==> src/rtl/light_monitor.sv <==
// light_monitor: independent safety monitor on the lamp bus (conflict, encoding, sequence, yellow timing, walk, watchdog).
// Optional feature macro MONITOR_FLASH_EN: flash_red toggles on each tick while a fault is latched.
module light_monitor #(
  parameter int MIN_YELLOW    = 3,
  parameter int MAX_HOLD      = 60,
  parameter int GLITCH_CYCLES = 4
) (
  input  logic       clk,
  input  logic       reset_n,
  input  logic       tick,
  input  logic       Rm,
  input  logic       Ym,
  input  logic       Gm,
  input  logic       Rs,
  input  logic       Ys,
  input  logic       Gs,
  input  logic       W,
  input  logic       clear,
  output logic       fault,
  output logic [2:0] fault_code,
  output logic       armed,
  output logic       flash_red
);

  typedef enum logic [1:0] {ARMING = 2'd0, MONITOR = 2'd1, FAULT = 2'd2} state_t;
  typedef enum logic [1:0] {C_RED = 2'd0, C_YEL = 2'd1, C_GRN = 2'd2, C_INV = 2'd3} colour_t;

  localparam logic [3:0] YEL_LIM    = 4'(MIN_YELLOW);
  localparam logic [8:0] HOLD_LIM   = 9'(MAX_HOLD);
  localparam logic [3:0] GLITCH_LIM = 4'(GLITCH_CYCLES);

  function automatic colour_t decode(input logic r, input logic y, input logic g);
    case ({r, y, g})
      3'b100:  return C_RED;
      3'b010:  return C_YEL;
      3'b001:  return C_GRN;
      default: return C_INV;
    endcase
  endfunction

  function automatic logic bad_step(input colour_t from, input colour_t to);
    return ((from == C_GRN) && (to == C_RED)) ||
           ((from == C_RED) && (to == C_YEL)) ||
           ((from == C_YEL) && (to == C_GRN));
  endfunction

  // A transition on the same clock as a tick wins: the count restarts and the tick is dropped.
  function automatic logic [3:0] yel_next(input colour_t prev, input logic chg, input logic t,
                                          input logic [3:0] cnt);
    if (chg) return 4'd0;
    else if (t && (prev == C_YEL) && (cnt != 4'hF)) return cnt + 4'd1;
    else return cnt;
  endfunction

  logic       s_rm_r, s_ym_r, s_gm_r, s_rs_r, s_ys_r, s_gs_r, s_w_r;
  state_t     state_r;
  colour_t    prev_m_r, prev_s_r;
  logic [3:0] yel_m_r, yel_s_r;
  logic [7:0] wd_r;
  logic [2:0] glitch_r;
  logic       fault_r, armed_r;
  logic [2:0] code_r;

  colour_t    cur_m_s, cur_s_s;
  logic       conflict_s, walk_s, invalid_s, chg_m_s, chg_s_s;
  logic       seq_s, short_s, glitch_hit_s, wd_hit_s, exit_s;
  logic [2:0] arm_code_s, mon_code_s;

  // Lamp read-back register; every check below works on these copies.
  always_ff @(posedge clk or negedge reset_n) begin
    if (!reset_n) begin
      {s_rm_r, s_ym_r, s_gm_r, s_rs_r, s_ys_r, s_gs_r, s_w_r} <= 7'd0;
    end else begin
      {s_rm_r, s_ym_r, s_gm_r, s_rs_r, s_ys_r, s_gs_r, s_w_r} <= {Rm, Ym, Gm, Rs, Ys, Gs, W};
    end
  end

  // Decode and raw check conditions.
  always_comb begin
    cur_m_s      = decode(s_rm_r, s_ym_r, s_gm_r);
    cur_s_s      = decode(s_rs_r, s_ys_r, s_gs_r);
    conflict_s   = (s_ym_r | s_gm_r) & (s_ys_r | s_gs_r);
    walk_s       = s_w_r & (s_ym_r | s_gm_r | s_ys_r | s_gs_r);
    invalid_s    = (cur_m_s == C_INV) || (cur_s_s == C_INV);
    chg_m_s      = (cur_m_s != C_INV) && (cur_m_s != prev_m_r);
    chg_s_s      = (cur_s_s != C_INV) && (cur_s_s != prev_s_r);
    seq_s        = (chg_m_s && bad_step(prev_m_r, cur_m_s)) ||
                   (chg_s_s && bad_step(prev_s_r, cur_s_s));
    short_s      = (chg_m_s && (prev_m_r == C_YEL) && (cur_m_s == C_RED) && (yel_m_r < YEL_LIM)) ||
                   (chg_s_s && (prev_s_r == C_YEL) && (cur_s_s == C_RED) && (yel_s_r < YEL_LIM));
    glitch_hit_s = invalid_s && (({1'b0, glitch_r} + 4'd1) >= GLITCH_LIM);
    wd_hit_s     = tick && !chg_m_s && !chg_s_s && (({1'b0, wd_r} + 9'd1) >= HOLD_LIM);
    exit_s       = clear && !conflict_s && !walk_s && !invalid_s;
  end

  // Cause priority: lowest code wins.
  always_comb begin
    arm_code_s = 3'd0;
    mon_code_s = 3'd0;
    if (conflict_s) begin
      arm_code_s = 3'd1;
    end else if (walk_s) begin
      arm_code_s = 3'd5;
    end else begin
      arm_code_s = 3'd0;
    end
    if (conflict_s)        mon_code_s = 3'd1;
    else if (glitch_hit_s) mon_code_s = 3'd2;
    else if (seq_s)        mon_code_s = 3'd3;
    else if (short_s)      mon_code_s = 3'd4;
    else if (walk_s)       mon_code_s = 3'd5;
    else if (wd_hit_s)     mon_code_s = 3'd6;
    else                   mon_code_s = 3'd0;
  end

  // Monitor FSM with its counters and registered flags.
  always_ff @(posedge clk or negedge reset_n) begin
    if (!reset_n) begin
      state_r  <= ARMING;
      prev_m_r <= C_RED;
      prev_s_r <= C_RED;
      yel_m_r  <= 4'd0;
      yel_s_r  <= 4'd0;
      wd_r     <= 8'd0;
      glitch_r <= 3'd0;
      fault_r  <= 1'b0;
      code_r   <= 3'd0;
      armed_r  <= 1'b0;
    end else begin
      case (state_r)
        ARMING: begin
          if (arm_code_s != 3'd0) begin
            state_r <= FAULT;
            fault_r <= 1'b1;
            code_r  <= arm_code_s;
          end else if (!invalid_s) begin
            state_r  <= MONITOR;
            armed_r  <= 1'b1;
            prev_m_r <= cur_m_s;
            prev_s_r <= cur_s_s;
            yel_m_r  <= 4'd0;
            yel_s_r  <= 4'd0;
            wd_r     <= 8'd0;
            glitch_r <= 3'd0;
          end
        end
        MONITOR: begin
          if (mon_code_s != 3'd0) begin
            state_r <= FAULT;
            fault_r <= 1'b1;
            code_r  <= mon_code_s;
            armed_r <= 1'b0;
          end else begin
            if (chg_m_s) prev_m_r <= cur_m_s;
            if (chg_s_s) prev_s_r <= cur_s_s;
            yel_m_r  <= yel_next(prev_m_r, chg_m_s, tick, yel_m_r);
            yel_s_r  <= yel_next(prev_s_r, chg_s_s, tick, yel_s_r);
            glitch_r <= invalid_s ? glitch_r + 3'd1 : 3'd0;
            if (chg_m_s || chg_s_s)            wd_r <= 8'd0;
            else if (tick && (wd_r != 8'hFF)) wd_r <= wd_r + 8'd1;
          end
        end
        FAULT: begin
          if (exit_s) begin
            state_r <= ARMING;
            fault_r <= 1'b0;
            code_r  <= 3'd0;
          end
        end
        default: begin
          state_r <= ARMING;
          fault_r <= 1'b0;
          code_r  <= 3'd0;
          armed_r <= 1'b0;
        end
      endcase
    end
  end

  assign fault      = fault_r;
  assign fault_code = code_r;
  assign armed      = armed_r;

`ifdef MONITOR_FLASH_EN
  logic flash_r;

  // Flash toggles per tick while latched and drops on the edge that leaves FAULT.
  always_ff @(posedge clk or negedge reset_n) begin
    if (!reset_n) begin
      flash_r <= 1'b0;
    end else if ((state_r != FAULT) || exit_s) begin
      flash_r <= 1'b0;
    end else if (tick) begin
      flash_r <= ~flash_r;
    end
  end

  assign flash_red = flash_r;
`else
  assign flash_red = 1'b0;
`endif

endmodule

==> config.mk <==
export PLATFORM = sky130hd
export DESIGN_NAME = light_monitor
export DESIGN_NICKNAME = d
export VERILOG_FILES = /design/src/rtl/light_monitor.sv
export SDC_FILE = /design/constraint.sdc
export NUM_CORES = 1
export LEC_CHECK = 0
export CELL_PAD_IN_SITES_DETAIL_PLACEMENT = 1
export CELL_PAD_IN_SITES_GLOBAL_PLACEMENT = 1
export CORE_MARGIN = 5
export CORE_UTILIZATION = 48
export CTS_CLUSTER_DIAMETER = 200
export DETAILED_ROUTE_END_ITERATION = 16
export GPL_ROUTABILITY_DRIVEN = 1
export GPL_TIMING_DRIVEN = 0
export PLACE_DENSITY = 0.93
export SLEW_MARGIN = 20
export SYNTH_ARGS = -nofsm -noshare
export SYNTH_HDL_FRONTEND = slang
export SYNTH_SLANG_ARGS = --single-unit
export TNS_END_PERCENT = 5
==> constraint.sdc <==
create_clock -name clk -period 6.7 [get_ports clk]
set_clock_uncertainty 0.05 [all_clocks]
set_input_delay 1.005 -clock clk [delete_from_list [all_inputs] [get_ports clk]]
set_output_delay 1.005 -clock clk [all_outputs]
set_load 0.01 [all_outputs]
# Word level (Yosys, flattened, before mapping)
# Index checks and enable logic that the tools add are counted.
[word_totals]
regBits = 37
in_bits = 11
wordCells = 187
[classes]
eq_ne = 37
n_bitwise = 7
magnitude_cmp = 4
n_reduce_logical = 58
mux = 58
addsub = 6
[ops]
columns = ["cell", "count"]
rows = [
  ["2-to-1 mux 3 bit", 15],
  ["2-to-1 mux 8 bit", 5],
  ["2-to-1 mux 4 bit", 8],
  ["logical AND 1 bit", 28],
  ["AND reduction 5 bit", 5],
  ["2-to-1 mux 2 bit", 12],
  ["inequality test 2 bit, second input constant", 10],
  ["case mux 2 bit (3 select lines)", 3],
  ["case mux 4 bit (2 select lines)", 2],
  ["case mux 8 bit (2 select lines)", 1],
  ["== test 2 bit, second input constant", 7],
  ["inequality test 3 bit, second input constant", 4],
  ["== test 2 x 1 -> 1 bit, second input constant", 5],
  ["zero test 2 bit", 5],
  ["adder 8 x 1 -> 9 bit, second input constant", 1],
  [">= comparator 9 x 6 -> 1 bit, second input constant", 1],
  ["case mux 3 bit (3 select lines)", 1],
  ["adder 4 x 1 -> 4 bit, second input constant", 2],
  ["adder 8 x 1 -> 8 bit, second input constant", 1],
  ["logical OR 1 bit", 8],
  ["< comparator 4 x 2 -> 1 bit, second input constant", 2],
  ["inequality test 4 bit, second input constant", 2],
  ["inequality test 8 bit, second input constant", 1],
  ["case mux 2 bit (2 select lines)", 2],
  ["other kinds (18)", 39],
]

# Depth between registers and ports, before layout
# Gate-level depths: netlist of run 1.
[depth]
word_depth = 17
mapped_depth = 10

# Worst setup path after synthesis of run 1
# No wires, ideal clock.
[synth_path]
kind = "reg2reg"
startpoint = "reg wd_r[0]"
endpoint = "reg code_r[2] (netlist: fault_code[2])"
setup_slack_ns = 4.370
stages_incl_launch_ff = 9
path_buffers = 0
setup_time_ns = 0.128
t_arrival_ns = 2.152
path_cell_list = "dfrtp_1 > ha_1 > xor2_1 > nand3_1 > o21ba_1 > a2111oi_4 > o31ai_1 > o21ai_1 > mux2_1"
[synth_via]
elab_chain_len = 12
word_cells_on_any_way = 14
[synth_lines]
columns = ["element", "line", "text"]
rows = [
  ["from (decl)", "59", "logic [7:0] wd_r;"],
  ["from (signal assigned)", "160", "else if (tick && (wd_r != 8'hFF)) wd_r <= wd_r + 8'd1;"],
  ["adder 8 x 1 -> 9 bit *", "92", "wd_hit_s = tick && !chg_m_s && !chg_s_s && (({1'b0, wd_r} + 9'd1) >= HOLD_LIM);"],
  [">= comparator 9 x 6 -> 1 bit *", "92", ""],
  ["logical AND 1 bit *", "92", ""],
  ["2-to-1 mux 3 bit *", "112", "else if (wd_hit_s) mon_code_s = 3'd6;"],
  ["2-to-1 mux 3 bit *", "111", "else if (walk_s) mon_code_s = 3'd5;"],
  ["2-to-1 mux 3 bit *", "110", "else if (short_s) mon_code_s = 3'd4;"],
  ["2-to-1 mux 3 bit *", "109", "else if (seq_s) mon_code_s = 3'd3;"],
  ["2-to-1 mux 3 bit *", "108", "else if (glitch_hit_s) mon_code_s = 3'd2;"],
  ["2-to-1 mux 3 bit *", "107", "if (conflict_s) mon_code_s = 3'd1;"],
  ["nonzero test 3 bit", "148", "if (mon_code_s != 3'd0) begin"],
  ["inequality test 2 bit (no line)", "n/a", ""],
  ["AND reduction 3 bit (no line)", "n/a", ""],
  ["to (signal assigned)", "135", "code_r <= arm_code_s;"],
  ["to (signal assigned)", "151", "code_r <= mon_code_s;"],
  ["to (decl)", "62", "logic [2:0] code_r;"],
]
# Mark *: on every way between the ends. The rest lies on a longest branch, timed or not. The select of a mux whose other input is x is not followed.
# A chain may end at the register's enable or synchronous reset.

# Worst setup path in the final report of run 1
[layout_path]
startpoint = "in tick"
endpoint = "reg code_r[2] (netlist: fault_code[2])"
[layout_via]
elab_chain_len = 12
word_cells_on_any_way = 14
[layout_lines]
columns = ["element", "line", "text"]
rows = [
  ["from (decl)", "10", "input logic tick,"],
  ["logical AND 1 bit * (3 in series)", "92", ""],
  ["2-to-1 mux 3 bit *", "112", ""],
  ["2-to-1 mux 3 bit *", "111", ""],
  ["2-to-1 mux 3 bit *", "110", ""],
  ["2-to-1 mux 3 bit *", "109", ""],
  ["2-to-1 mux 3 bit *", "108", ""],
  ["2-to-1 mux 3 bit *", "107", ""],
  ["nonzero test 3 bit", "148", ""],
  ["inequality test 2 bit (no line)", "n/a", ""],
  ["AND reduction 3 bit (no line)", "n/a", ""],
]
# Marked as above.

==> results of run 1 <==
## placed cells by master (no fill, tap or decap), types with 2 or more instances in the layout
| cell | Yosys | layout |
|---|---|---|
| sky130_fd_sc_hd__and2_1 | 5 | 5 |
| sky130_fd_sc_hd__mux2i_1 | 5 | 5 |
| sky130_fd_sc_hd__or2_2 | 2 | 2 |
| sky130_fd_sc_hd__bufinv_16 | 0 | 2 |
| sky130_fd_sc_hd__or3_1 | 2 | 2 |
| sky130_fd_sc_hd__o22a_1 | 2 | 2 |
| sky130_fd_sc_hd__nor2_1 | 22 | 22 |
| sky130_fd_sc_hd__clkbuf_1 | 2 | 2 |
| sky130_fd_sc_hd__clkdlybuf4s50_1 | 0 | 14 |
| sky130_fd_sc_hd__nor4b_1 | 2 | 2 |
| sky130_fd_sc_hd__o32ai_1 | 2 | 2 |
| sky130_fd_sc_hd__nand2_1 | 15 | 15 |
| sky130_fd_sc_hd__xor2_1 | 2 | 2 |
| sky130_fd_sc_hd__buf_2 | 5 | 6 |
| sky130_fd_sc_hd__o21ai_1 | 8 | 8 |
| sky130_fd_sc_hd__a21boi_0 | 3 | 3 |
| sky130_fd_sc_hd__dfrtp_1 | 37 | 37 |
| sky130_fd_sc_hd__nor3_1 | 5 | 5 |
| sky130_fd_sc_hd__a21oi_1 | 13 | 13 |
| sky130_fd_sc_hd__nand3_1 | 14 | 14 |
| sky130_fd_sc_hd__nand4_1 | 3 | 3 |
| sky130_fd_sc_hd__o31ai_1 | 5 | 5 |
| sky130_fd_sc_hd__o21ai_2 | 2 | 2 |
| sky130_fd_sc_hd__clkbuf_8 | 0 | 5 |
| sky130_fd_sc_hd__o2bb2ai_1 | 2 | 2 |
| sky130_fd_sc_hd__nand2b_1 | 10 | 10 |
| sky130_fd_sc_hd__nor2b_1 | 3 | 3 |
| sky130_fd_sc_hd__a21o_1 | 3 | 3 |
| sky130_fd_sc_hd__xnor2_1 | 2 | 2 |
| sky130_fd_sc_hd__ha_1 | 5 | 5 |
| sky130_fd_sc_hd__inv_1 | 10 | 10 |
| sky130_fd_sc_hd__o21ai_0 | 15 | 15 |
| sky130_fd_sc_hd__a31oi_1 | 5 | 5 |
## report_power, final
| part | leakage [nW] | internal, mW | switching (mW) |
|---|---|---|---|
| combinational | 0.581 | 0.0731 | 0.0878 |
| sequential | 0.472 | 0.252 | 0.0265 |
| clock | 0.0681 | 0.148 | 0.0869 |
## cells by family (layout without fill, tap and decap cells)
group | after synthesis | after routing | share of synthesized area (%)
adder cells (fa/ha/maj) | 5 | 5 | 2.87
buffers and inverters | 20 | 44 | 4.37
multiplexers | 6 | 6 | 2.82
other | 1 | 1 | 0.172
flip-flops | 37 | 37 | 42.5
AO/OA/AOI/OAI | 74 | 74 | 24.0
AND/OR/NAND/NOR | 91 | 91 | 21.6
XOR/XNOR | 4 | 4 | 1.61
## area by class of cell
class                           count  area [µm²]
Sequential cell                    37         926
Clock buffer                        5        68.8
Clock inverter                      3        65.1
Inverter                           11        43.8
Multi-Input combinational cell    181        1160
Timing Repair Buffer               16         173
Buffer                              9        51.3
Fill cell                         508        1840
Tap cell                           52        65.1
## critical path: cells and delay by family
family	cells	cell delay (ps)
buf+inv	2	660
mux	1	370
compound gates	3	940
## metrics by stage
step / util [%] / power [mW] / hold WS (ps)
after floorplan: - / 0.374 / 415
after global placement: 54.6 / 0.431 / 413
after detailed placement: 55.1 / 0.441 / 425
after CTS: 58.1 / 0.678 / 438
after global routing: 58.1 / 0.713 / 458
final: 58.1 / 0.674 / 432
## sequential cells by signal, indices dropped and copies added, names as in the netlist
name / cells
s_ys_r: 1
yel_m_r: 4
s_rs_r: 1
s_gs_r: 1
state_r: 2
prev_s_r: 2
fault_code: 3
armed: 1
glitch_r: 3
s_w_r: 1
yel_s_r: 4
prev_m_r: 2
wd_r: 8
s_gm_r: 1
s_ym_r: 1
fault: 1
s_rm_r: 1
## routing by layer
layer | track usage (%) | vias to the layer above | wire length [µm]
met5 | 0 | - | 0
met4 | 7.90 | 0 | 137
met3 | 4.75 | 15 | 225
met2 | 35.6 | 38 | 2900
met1 | 26.5 | 937 | 2560
li1 | - | 903 | -
## worst paths after layout
| path | startpoint | end | slack (ps) |
|---|---|---|---|
| max | tick | fault_code[2]$_DFFE_PN0P_ | 3850 |
| min | fault$_DFFE_PN0P_ | fault$_DFFE_PN0P_ | 430 |
| max reg2reg | wd_r[0]$_DFFE_PN0P_ | fault_code[2]$_DFFE_PN0P_ | 3950 |
| min reg2reg | fault$_DFFE_PN0P_ | fault$_DFFE_PN0P_ | 430 |
| max in group asynchronous | reset_n | fault_code[1]$_DFFE_PN0P_ | 5560 |
| min in group asynchronous | reset_n | glitch_r[2]$_DFFE_PN0P_ | 590 |
==> results by stage, run 1 <==
Timing:
- The headroom to the max-slew limit is 64.8%.
- The number of hold violations in the final report is 0.
- After layout, the worst setup slack is 3850 ps.
- The sum of negative setup slack is 0 ps.
- Setup repair after global routing left no endpoint under its margin.
- The number of max-slew violations in the final report came to 0.
- The fmax is 351 MHz.
- The transition at the pin with the smallest max-transition slack is 524 ps.
- Of the available clock period, the critical path in the final layout requires 42.5%.
- The clock period minus final worst setup slack is 2850 ps.
- Setup violations remaining at the end of the flow were counted as 0.

Synthesis:
- After synthesis, flip-flops and latches occupy 42.5% of the total area.
- In this run the biggest area consumer among cell types represents 42.5% of the synthesized area.
- During synthesis, Yosys emitted a total of 0 warnings.
- The cell count after synthesis came out at 238.
- By count the netlist is led by 37 x sky130_fd_sc_hd__dfrtp_1, 22 x sky130_fd_sc_hd__nor2_1, 15 x sky130_fd_sc_hd__nand2_1, 15 x sky130_fd_sc_hd__o21ai_0, 14 x sky130_fd_sc_hd__nand3_1.
- When the netlist entered floorplanning its net count stood at 254.
- The mean instance size in the synthesized netlist is 9.15 µm².
- By area the synthesized netlist is led by sky130_fd_sc_hd__dfrtp_1 43%, sky130_fd_sc_hd__nor2_1 3.8%, sky130_fd_sc_hd__o21ai_0 3.4%.
- The flip-flop and latch count after synthesis is 37.
- The number of library cell types mapped by synthesis is 57.
- Summing every instance area after synthesis gives 2180 µm².
- The largest total area in the synthesized netlist belongs to sky130_fd_sc_hd__dfrtp_1.
- For this run, asynchronously set or reset flops after synthesis account for 100%.
- The most common flop cell mapped by yosys is sky130_fd_sc_hd__dfrtp_1.
- The most repeated cell in the gate-level netlist after synthesis is sky130_fd_sc_hd__dfrtp_1.
- The number of synthesized flops with an enable pin is 0.

Place:
- The post-placement worst setup slack is 3560 ps.
- The routability congestion estimate from global placement is 0.856.
- The number of buffers added on ports is 15.
- The placed instance area is 2410 µm².
- The detailed-placement wirelength estimate is 4.18 mm.
- The number of cells in the design after placement is 306.

Power:
- The maximum VDD drop is 122 µV.
- For this design the static power due to leakage is 1.12 nW.
- The power density over the cells is 265 nW/µm².

Die:
- The total die area is 5980 µm².
- The height of the chip is 77.3 µm.
- In this run the standard cell core region covers 4380 µm².
- The starting density of the core is 49.7%.
- The number of top-level design ports is 17.
- The initialized floorplan defines 24 standard-cell rows.
- The horizontal die dimension is 77.3 µm.

Run status:
- The flow ran to the end, and the final reports show no timing, DRC or antenna violations.

Clocking:
- The clock tree from TritonCTS is built.
- The number of gates resized after CTS was 0.
- In this run, post-CTS hold repair placed 0 buffers.
- The clock root buffer is sky130_fd_sc_hd__clkbuf_8.
- The maximum clock insertion buffer count is 2.
- Counting the buffers created by CTS gives 5.
- The CTS clock-pin slew for the worst setup and hold paths is 80 ps.
- The number of post-CTS setup repair buffers is 0.
- Clock latency on the worst-skew pair, taken at its later pin, is 300 ps.
- The clock net in this run drives a total of 37 sinks.
- CTS built an H-tree with a depth of 2.

GRT:
- Entering global routing, the biggest net connects 22 pins.
- The number of antenna violations at the first check in global routing was 0.
- The first global-routing pass estimated 10.3 mm of wire.
- The total global-route track usage is 21.1%.
- The via count of the first global-routing pass is 2124.
- For this run the aggregate overflow at the end of global routing stands at 0.

Layout:
- The count of cells in the finished layout, fillers not included, comes to 314.
- The post-route netlist has 11.5% of its cells at a drive strength greater than 1.
- The post-synthesis to final-layout area growth is 17.1%.
- At the end of the flow, the number of nets in the layout was 277.
- The antenna diode instance count is 0.
- The final cell area excluding filler cells is 2550 µm².

Drt:
- In the routed design, unresolved DRC markers number 0.
- Using the TritonRoute via totals, the vias-per-cell ratio works out to 6.03.
- After detailed routing, the total wire length is 5.82 mm.
- In the final routed layout, each cell accounts on average for 18.5 µm.
- The remaining antenna violation count is 0.
- The DRC marker count from the first detailed-route iteration is 121.
- The via count of the routed design is 1893.
- The first-pass iteration count of the detailed router is 4.

Setup path:
- The kind of start point of the critical path is an input pin.
- The endpoint arrival time on the critical path is 2970 ps.
- In this run the worst path has a maximum fanout of 6.
- The cell with the largest stage delay on the worst path is sky130_fd_sc_hd__clkdlybuf4s50_1.
- The setup path with the least slack is of type in -> reg.
- For the worst setup path, the data required time is 6830 ps.
- The maximum single-stage delay on the critical path is 560 ps.
- The signal on the critical path passes through clkdlybuf4s50_1 -> inv_1 -> a2111oi_4 -> o31ai_1 -> o21ai_1 -> mux2_1.
- The worst reg2reg path depth is 8.
- STA classifies the critical path endpoint as a flip-flop.

Worst hold path:
- The path class of the tightest hold or removal check is reg -> reg.
- The number of cells traversed by the worst hold path is 1.

Job:
- Across the run, the number of max-cap violations was 0.
(Power assumes the default switching activity.)
==> run 2, diff against run 1 <==
--- a/config.mk
+++ b/config.mk
@@ -8,12 +8,12 @@
 export CELL_PAD_IN_SITES_DETAIL_PLACEMENT = 1
 export CELL_PAD_IN_SITES_GLOBAL_PLACEMENT = 1
 export CORE_MARGIN = 5
-export CORE_UTILIZATION = 48
+export CORE_UTILIZATION = 40
 export CTS_CLUSTER_DIAMETER = 200
 export DETAILED_ROUTE_END_ITERATION = 16
 export GPL_ROUTABILITY_DRIVEN = 1
 export GPL_TIMING_DRIVEN = 0
-export PLACE_DENSITY = 0.93
+export PLACE_DENSITY = 0.84
 export SLEW_MARGIN = 20
 export SYNTH_ARGS = -nofsm -noshare
 export SYNTH_HDL_FRONTEND = slang
==> constraint.sdc (replaced) <==
create_clock -name clk -period 2.5 [get_ports clk]
set_clock_uncertainty 0.05 [all_clocks]
set_input_delay 0.375 -clock clk [delete_from_list [all_inputs] [get_ports clk]]
set_output_delay 0.375 -clock clk [all_outputs]
set_load 0.01 [all_outputs]
==> results by stage, run 2 (synthesis results as in run 1) <==
Timing:
- Setup repair after global routing could not meet its margin everywhere.
- The total setup violations reported at the end of the flow is 0 (unchanged).
- The number of max-slew violations in the final report came to 0 (unchanged).
- Of the available clock period, the critical path in the final layout requires 99.2%.
- The clock period minus final worst setup slack is 2480 ps.
- The worst hold margin was 445 ps (+13.7 ps).
- The fmax is 403 MHz.
- The sum of negative setup slack was 0 ps (unchanged).
- The number of hold violations in the final report was 0 (unchanged).

Die:
- The placeable core area came to 5200 µm² (+19%).
- The starting density of the core is 41.8% (-7.8 points).
- The total die area was 7020 µm² (+17%).
- The number of top-level design ports is 17 (unchanged).
- The horizontal die dimension is 83.8 µm (+8.3%).
- The height of the chip is 83.8 µm (+8.3%).
- The number of standard-cell rows in the floorplan came to 26 (+8.3%).

Power:
- The share of power burned in registers came to 42.4% (+1.1 points).
- The switching power as a share of total power is 30.9% (+1.1 points).
- The net switching component of the power is 0.546 mW (+170%).
- The internal power contribution is 1.22 mW (+160%).
- The maximum VDD drop is 308 µV (+150%).
- The combinational cell fraction of total power is 26.4% (+2.5 points).
- The power density over the cells came to 649 nW/µm² (+150%).
- The portion of total power attributed to the clock network is 31.2% (-3.6 points).
- The leakage power total is 1.15 nW (+2.4%).

Layout:
- The area of the multi-input gates was 1240 µm² (+7.7%).
- The register cell area after layout is 928 µm² (+0.27%).
- In the final layout, the registers with the most flip-flops are wd_r: 8 flops, yel_m_r: 4 flops, yel_s_r: 4 flops.
- The number of filler instances in the final layout is 614 (+21%).
- The library cell used most frequently in the layout, excluding fill and tap cells, is sky130_fd_sc_hd__dfrtp_1.
- The flip-flop count of the largest register, all copies and words added is 8 (unchanged).
- The final core utilization came to 52.2% (-5.9 points).
- The final net count is 285 (+2.9%).
- The share of cells above drive strength 1 is 18.5% (+7.1 points).
- The final cell area excluding filler cells is 2720 µm² (+6.7%).
- The library cells used most frequently in the layout, excluding fill and tap cells, are 35 x sky130_fd_sc_hd__dfrtp_1, 21 x sky130_fd_sc_hd__nor2_1, 14 x sky130_fd_sc_hd__nand2_1, 14 x sky130_fd_sc_hd__nand3_1, 14 x sky130_fd_sc_hd__clkdlybuf4s50_1.
- Counting flops per register, the top entry is wd_r.
- The area growth from synthesis to layout is 24.9%.
- The antenna diode instance count was 0 (unchanged).

Clocking:
- The clock tree from TritonCTS is built.
- Clock tree synthesis selected as its root buffer the cell sky130_fd_sc_hd__clkbuf_8.
- The number of buffers created by CTS is 5 (unchanged).
- The H-tree depth reported by CTS is 2 (unchanged).
- The maximum clock insertion buffer count was 2 (unchanged).
- The TritonCTS sink count came to 37 (unchanged).
- The clock latency on the worst-skew pair is 300 ps (about the same).
- The CTS clock-pin slew for the worst setup and hold paths is 80 ps (about the same).

Worst hold path:
- The worst hold path begins at fault$_DFFE_PN0P_.
- The path class of the tightest hold or removal check is reg -> reg.
- The path with the worst hold slack has its endpoint at fault$_DFFE_PN0P_.
- The number of cells traversed by the worst hold path is 1 (unchanged).

Run status:
- The run finished with clean final reports.

GRT:
- The layer carrying the most global-route usage is met2.
- The largest net degree at the start of global routing came to 20 (-9.1%).
- The number of antenna violations at the first check in global routing is 0 (unchanged).
- The global-route met1 utilization came to 21.9% (-4.6 points).
- The global-route congestion overflow total is 0 (unchanged).
- The met2 capacity usage during global routing is 29.5% (-6.1 points).
- The global-route track usage on met3 is 3.46% (-1.3 points).
- The via count of the first global-routing pass is 2039 (-4.0%).
- The global-route wire length before repair came to 9.88 mm (-3.7%).
- The total global-route track usage came to 17.1% (-4.0 points).

Drt:
- The DRC marker count from the first detailed-route iteration came to 102 (-16%).
- The average wire length per cell after detail routing is 17.4 µm (-6.3%).
- The first-pass iteration count of the detailed router came to 4 (unchanged).
- The wire length after detailed routing is 5.91 mm (+1.4%).
- The vias per cell was 5.65 (-6.3%).
- The remaining antenna violation count is 0 (unchanged).
- The number of DRC violations after detailed routing is 0 (unchanged).
- The via count of the routed design is 1921 (+1.5%).

Setup path:
- The worst setup path is captured at a flip-flop.
- The critical setup path kind is reg -> reg.
- The worst reg2reg path depth came to 9 (+1).
- The endpoint arrival time on the critical path is 2610 ps (-360 ps).
- The startpoint identified for the worst register-to-register timing path is s_ys_r$_DFF_PN0_.
- The worst reg2reg path endpoint is wd_r[2]$_DFFE_PN0P_.
- The worst endpoint required time is 2630 ps (-4200 ps).
- The peak fanout along the critical path is 10 (+4).
- The worst reg-to-reg setup slack is 20 ps (-3930 ps).
- The kind of start point of the critical path is a flip-flop.

Place:
- The number of buffers added on ports came to 15 (unchanged).
- The detailed-placement wirelength estimate came to 4.19 mm (+0.19%).
- The placed instance area is 2440 µm² (+0.93%).
- The routability congestion estimate from global placement is 0.841 (-1.7%).

Job:
- The max-cap check violation count came to 0 (unchanged).
==> run 2: changes by cell type in the layout (fill, tap and decap cells not counted), moves of 2 or more <==
| cell | delta |
|---|---|
| sky130_fd_sc_hd__buf_2 | -2 |
| sky130_fd_sc_hd__dfrtp_1 | -2 |
| sky130_fd_sc_hd__o21ai_0 | -3 |
| sky130_fd_sc_hd__ha_1 | -2 |
| sky130_fd_sc_hd__dfrtp_2 | +2 |
| sky130_fd_sc_hd__buf_4 | +7 |
| sky130_fd_sc_hd__clkbuf_4 | +2 |
==> run 2: area by class of cell <==
class                           count  area share, %
Clock inverter                      1           1.10
Inverter                           11           1.70
Buffer                              9           2.21
Tap cell                           70           3.22
Multi-Input combinational cell    181           45.8
Clock buffer                        7           3.18
Sequential cell                    37           34.1
Timing Repair Buffer               24           8.65
==> run 2: critical path, stage by stage, from the launching register on <==
cell,delay (ps)
sky130_fd_sc_hd__dfrtp_2,480
sky130_fd_sc_hd__nand2b_1,220
sky130_fd_sc_hd__o22a_1,260
sky130_fd_sc_hd__o21ai_4,250
sky130_fd_sc_hd__a2111oi_4,70
sky130_fd_sc_hd__buf_4,170
sky130_fd_sc_hd__o31a_4,390
sky130_fd_sc_hd__clkbuf_4,200
sky130_fd_sc_hd__o21ai_0,180
sky130_fd_sc_hd__o31ai_1,100
==> run 2: repair_timing <==
action | CTS | global route
setup endpoints to repair | 19 | 20
hold buffers | 1 | 0
setup buffers | 3 | 4
gates resized for setup | 5 | 22
pin swaps | 1 | 1
endpoints found under the hold margin | 7 | 0
==> run 2: power groups by stage <==
stage / Clock, mW / Sequential, mW / Combinational, mW
finish: 0.550 / 0.748 / 0.467
global route: 0.592 / 0.761 / 0.515
global placement: 0 / 0.753 / 0.399
detailed placement: 0 / 0.759 / 0.424
floorplan: 0 / 0.754 / 0.249
CTS: 0.563 / 0.746 / 0.437
==> run 2: stage by stage <==
step	worst slack [ps]	power (mW)	cells
floorplan	170	1.00	238
global placement	-64.9	1.15	323
detailed placement	-134	1.18	324
CTS	20.4	1.75	336
global route	-85.7	1.87	340
finish	19.5	1.77	340
==> run 2: worst max-delay path by stage <==
stage,cells after the start,from,endpoint
global route,9,s_ys_r$_DFF_PN0_,yel_m_r[3]$_DFFE_PN0P_
global placement,8,wd_r[0]$_DFFE_PN0P_,fault_code[2]$_DFFE_PN0P_
detailed placement,8,wd_r[0]$_DFFE_PN0P_,fault_code[2]$_DFFE_PN0P_
CTS,9,s_gs_r$_DFF_PN0_,yel_m_r[1]$_DFFE_PN0P_
finish,9,s_ys_r$_DFF_PN0_,wd_r[2]$_DFFE_PN0P_
floorplan,8,wd_r[0]$_DFFE_PN0P_,fault_code[2]$_DFFE_PN0P_
==> run 2: per-layer routing <==
| metal | part of all wire (%) | routed length, µm |
|---|---|---|
| met3 | 3.4 | 203 |
| met1 | 44 | 2580 |
| met2 | 51 | 3020 |
| met4 | 1.7 | 98 |
| met5 | 0 | 0 |
==> variant 1 (settings of run 2) <==
Build with the macro `MONITOR_FLASH_EN` defined.
--- a/src/rtl/light_monitor.sv
+++ b/src/rtl/light_monitor.sv
@@ -1,4 +1,6 @@
 // light_monitor: independent safety monitor on the lamp bus (conflict, encoding, sequence, yellow timing, walk, watchdog).
 // Optional feature macro MONITOR_FLASH_EN: flash_red toggles on each tick while a fault is latched.
+`define MONITOR_FLASH_EN
+
 module light_monitor #(
   parameter int MIN_YELLOW    = 3,
Behaviour: not the same (a bounded check fails within 4 cycles, from zero or initial values and one cycle with reset_n low).
==> variant 1 against run 2 <==
Die area up 5.1%. Wire length up 7.6%. Synthesized area up 5.8%. Final cell count up 6.8%. Largest cell class unchanged. Setup slack worse by 15 ps. Final area up 8.1%. Power down 1.9%. Sequential cell count up 1. Via count up 8.1%.
==> variant 1: results <==
# TYPE chip_impl_metric gauge
chip_impl_info{name="outcome",value="finished clean"} 1
chip_impl_metric{name="die_w",unit="um"} 85.9
chip_impl_metric{name="area_share_clock_buf_inv",unit="%"} 2.60
chip_impl_metric{name="globalRouteMet2Util",unit="%"} 28.5
chip_impl_metric{name="detailroute.via_count",unit=""} 2076
chip_impl_metric{name="final-nonclk-buf-share",unit="%"} 12.1
chip_impl_metric{name="post_route_cells_drive_above_1_share",unit="%"} 23.4
chip_impl_metric{name="globalRouteTotalUtil",unit="%"} 16.8
chip_impl_metric{name="dpl.cell_count",unit=""} 342
chip_impl_metric{name="postCtsSetupRepairBufs",unit=""} 2
chip_impl_metric{name="fillers",unit=""} 625
chip_impl_info{name="hp-class",value="input port to async pin"} 1
chip_impl_metric{name="finish.net_count",unit=""} 307
chip_impl_metric{name="post_dp_cell_area",unit="sq um"} 2580
chip_impl_metric{name="drt_first_iter_violations",unit=""} 56
chip_impl_info{name="synth_area_leaders",value="dfrtp_1 (41%), a21oi_1 (3.5%), nand3_1 (3.5%)"} 1
chip_impl_metric{name="grt_first_pass_wirelength",unit="um"} 9980
chip_impl_metric{name="final_cells",unit=""} 363
chip_impl_metric{name="wl_met2",unit="um"} 3310
chip_impl_metric{name="signal_buffers",unit=""} 39
chip_impl_metric{name="globalplace.congestion",unit=""} 0.848
chip_impl_metric{name="global_route.usage.met1",unit="%"} 21.4
chip_impl_metric{name="synth_compound_gate_area_share",unit="%"} 23.6
chip_impl_metric{name="wl_met1",unit="um"} 2800
chip_impl_metric{name="met3_usage",unit="%"} 3.46
chip_impl_metric{name="worst-endpoint-arrival",unit="ps"} 2620
chip_impl_metric{name="cts_resized",unit=""} 11
chip_impl_metric{name="pre_cts_slack",unit="ps"} -234
chip_impl_metric{name="vdd.ir_drop.worst",unit="uV"} 460
chip_impl_metric{name="drt-total-wl",unit="um"} 6350
chip_impl_info{name="r2r-end",value="wd_r[5]"} 1
chip_impl_metric{name="cts_sinks",unit=""} 38
chip_impl_metric{name="grt_max_degree",unit=""} 21
chip_impl_metric{name="power.static_leakage",unit="nW"} 1.25
chip_impl_metric{name="yosys.area_share.xor_xnor",unit="%"} 0.380
chip_impl_metric{name="total_number_of_multi_input_combinational_cells",unit=""} 196
chip_impl_metric{name="synth.yosys.seq_area_share",unit="%"} 41.3
chip_impl_metric{name="met3_length",unit="um"} 156
chip_impl_metric{name="synth.mux.area_fraction",unit="%"} 1.30
chip_impl_info{name="synth_commonest_cells",value="dfrtp_1 (38), nand2_1 (19), nor2_1 (19), a21oi_1 (16), nand3_1 (16)"} 1
chip_impl_metric{name="synthDistinctLibCells",unit=""} 56
chip_impl_metric{name="input_output_buffers",unit=""} 16
-- variant 1: critical path, stage by stage (launching register included) --
cell	delay, ps
dfrtp_1	410
buf_6	140
a22o_1	220
nor4_4	270
buf_4	180
nand2_2	100
nor4_4	320
buf_4	180
a31oi_4	60
buf_6	190
o21ai_2	150
o41ai_2	90
-- variant 1: worst max path at each step --
| stage | end | slack (ps) |
|---|---|---|
| after CTS | fault_code[1] | -4 |
| after global placement | prev_s_r[0] | -220 |
| final | wd_r[5] | 5 |
| after global routing | wd_r[0] | -110 |
| after floorplan | wd_r[1] | 250 |
| after detailed placement | wd_r[2] | -230 |
-- variant 1: power by group --
part / leakage (nW) / switching [mW] / internal (mW)
Combinational: 0.736 / 0.273 / 0.267
Clock: 0.0383 / 0.204 / 0.192
Sequential: 0.477 / 0.0962 / 0.699
Total: 1.25 / 0.573 / 1.16
==> variant 2 (flow settings as in run 2) <==
Without the edit above. Encoding of `state_t`: now one-hot (3 bits for 3 states).
--- a/src/rtl/light_monitor.sv
+++ b/src/rtl/light_monitor.sv
@@ -23,5 +23,5 @@
 );
 
-  typedef enum logic [1:0] {ARMING = 2'd0, MONITOR = 2'd1, FAULT = 2'd2} state_t;
+  typedef enum logic [2:0] {ARMING = 3'b001, MONITOR = 3'b010, FAULT = 3'b100} state_t;
   typedef enum logic [1:0] {C_RED = 2'd0, C_YEL = 2'd1, C_GRN = 2'd2, C_INV = 2'd3} colour_t;
 
Behaviour: same outputs for any inputs over 4 cycles, from zero or initial values and one cycle with reset_n low; so few cycles prove little.
==> variant 2 against run 2 <==
Wire length grew 5.4%. Die area increased by 6.1%. Final area grew 4.6%. Final cell count rose by 3.5%. Setup slack better by 21 ps. Count of clock-buffer cells in the layout did not move. Critical endpoint is now fault_code[2]. Power is 4.3% higher. Global-route usage rose by 0.53 points. Synthesized area rose by 7.0%. Sequential cell count is 1 higher. Sequential power rose by 5.5%.
==> variant 2: results <==
# TYPE chip_impl_metric gauge
chip_impl_metric{name="number_of_global_route_vias_before_repair",unit=""} 2112
chip_impl_metric{name="clock_group_share_of_total_power",unit="%"} 24.3
chip_impl_metric{name="pre_cts_slack",unit="ps"} -162
chip_impl_metric{name="drt-total-wl",unit="um"} 6230
chip_impl_metric{name="power.density_cell_area",unit="nW/um^2"} 648
chip_impl_metric{name="power.static_leakage",unit="nW"} 1.20
chip_impl_info{name="synth_area_leaders",value="dfrtp_1 (40%), o21ai_0 (4.9%), nand2_1 (3.2%)"} 1
chip_impl_metric{name="worst-endpoint-arrival",unit="ps"} 2590
chip_impl_metric{name="drt_first_iter_violations",unit=""} 87
chip_impl_metric{name="timing.final.crit_period",unit="ps"} 2460
chip_impl_metric{name="global_route.usage.met1",unit="%"} 20.9
chip_impl_info{name="crit-reg2reg-launch",value="s_gm_r"} 1
chip_impl_info{name="timing.hold.worst_endpoint",value="fault_code[0]"} 1
chip_impl_metric{name="nFlopsAndLatches",unit=""} 38
chip_impl_metric{name="hpwl",unit="um"} 4260
chip_impl_metric{name="seqCellArea",unit="sq um"} 955
chip_impl_metric{name="critical_path.max_stage_delay",unit="ps"} 390
chip_impl_info{name="outcome",value="finished clean"} 1
chip_impl_metric{name="grt_first_pass_wirelength",unit="um"} 10400
chip_impl_info{name="setup.worst_path.end",value="fault_code[2]"} 1
chip_impl_metric{name="finish.net_count",unit=""} 295
chip_impl_metric{name="powerComb",unit="uW"} 605
chip_impl_metric{name="synth.yosys.seq_area_share",unit="%"} 40.9
chip_impl_metric{name="wl_met2",unit="um"} 3090
chip_impl_info{name="synth_commonest_cells",value="dfrtp_1 (37), o21ai_0 (23), nand2_1 (20), nor2_1 (19), nand3_1 (14)"} 1
chip_impl_metric{name="post_route_cells_drive_above_1_share",unit="%"} 21.4
chip_impl_metric{name="synthDistinctLibCells",unit=""} 60
chip_impl_metric{name="total_number_of_multi_input_combinational_cells",unit=""} 189
chip_impl_metric{name="globalplace.congestion",unit=""} 0.832
chip_impl_metric{name="switch_share",unit="%"} 34.2
chip_impl_info{name="crit_path_top_delay_cell",value="or3_1"} 1
chip_impl_metric{name="cts_resized",unit=""} 6
chip_impl_metric{name="area_share_clock_buf_inv",unit="%"} 3.21
chip_impl_metric{name="setup_slack_on_the_worst_flop_to_flop_path",unit="ps"} 40
chip_impl_metric{name="wl_met1",unit="um"} 2830
chip_impl_metric{name="fillers",unit=""} 642
-- variant 2: cell count changes after synthesis, sizes merged, moves of 3 or more --
| cell | change |
|---|---|
| nand4 | +4 |
| nor2b | +4 |
| nor2 | -4 |
| o21ai | +7 |
| nand2 | +5 |
| a21oi | -4 |
| nor3 | -3 |
| and3 | +3 |
| o31ai | -3 |
| o41ai | +3 |
-- variant 2: cell families after synthesis --
group,count (synthesis),share of synthesized area [%]
adder cells (fa/ha/maj),6,3.12
buffers and inverters,17,3.17
other,1,0.161
AND/OR/NAND/NOR,98,23.1
AO/OA/AOI/OAI,74,25.3
flip-flops,38,40.9
XOR/XNOR,3,1.13
multiplexers,7,3.12
-- variant 2: metrics by stage --
stage | instance area [sq um] | instances | utilization [%]
final | 2840 | 352 | 51.0
after global routing | 2840 | 352 | 51.0
after CTS | 2760 | 348 | 49.5
after detailed placement | 2580 | 332 | 46.4
after global placement | 2570 | 331 | 46.1
after floorplan | 2330 | 244 | -
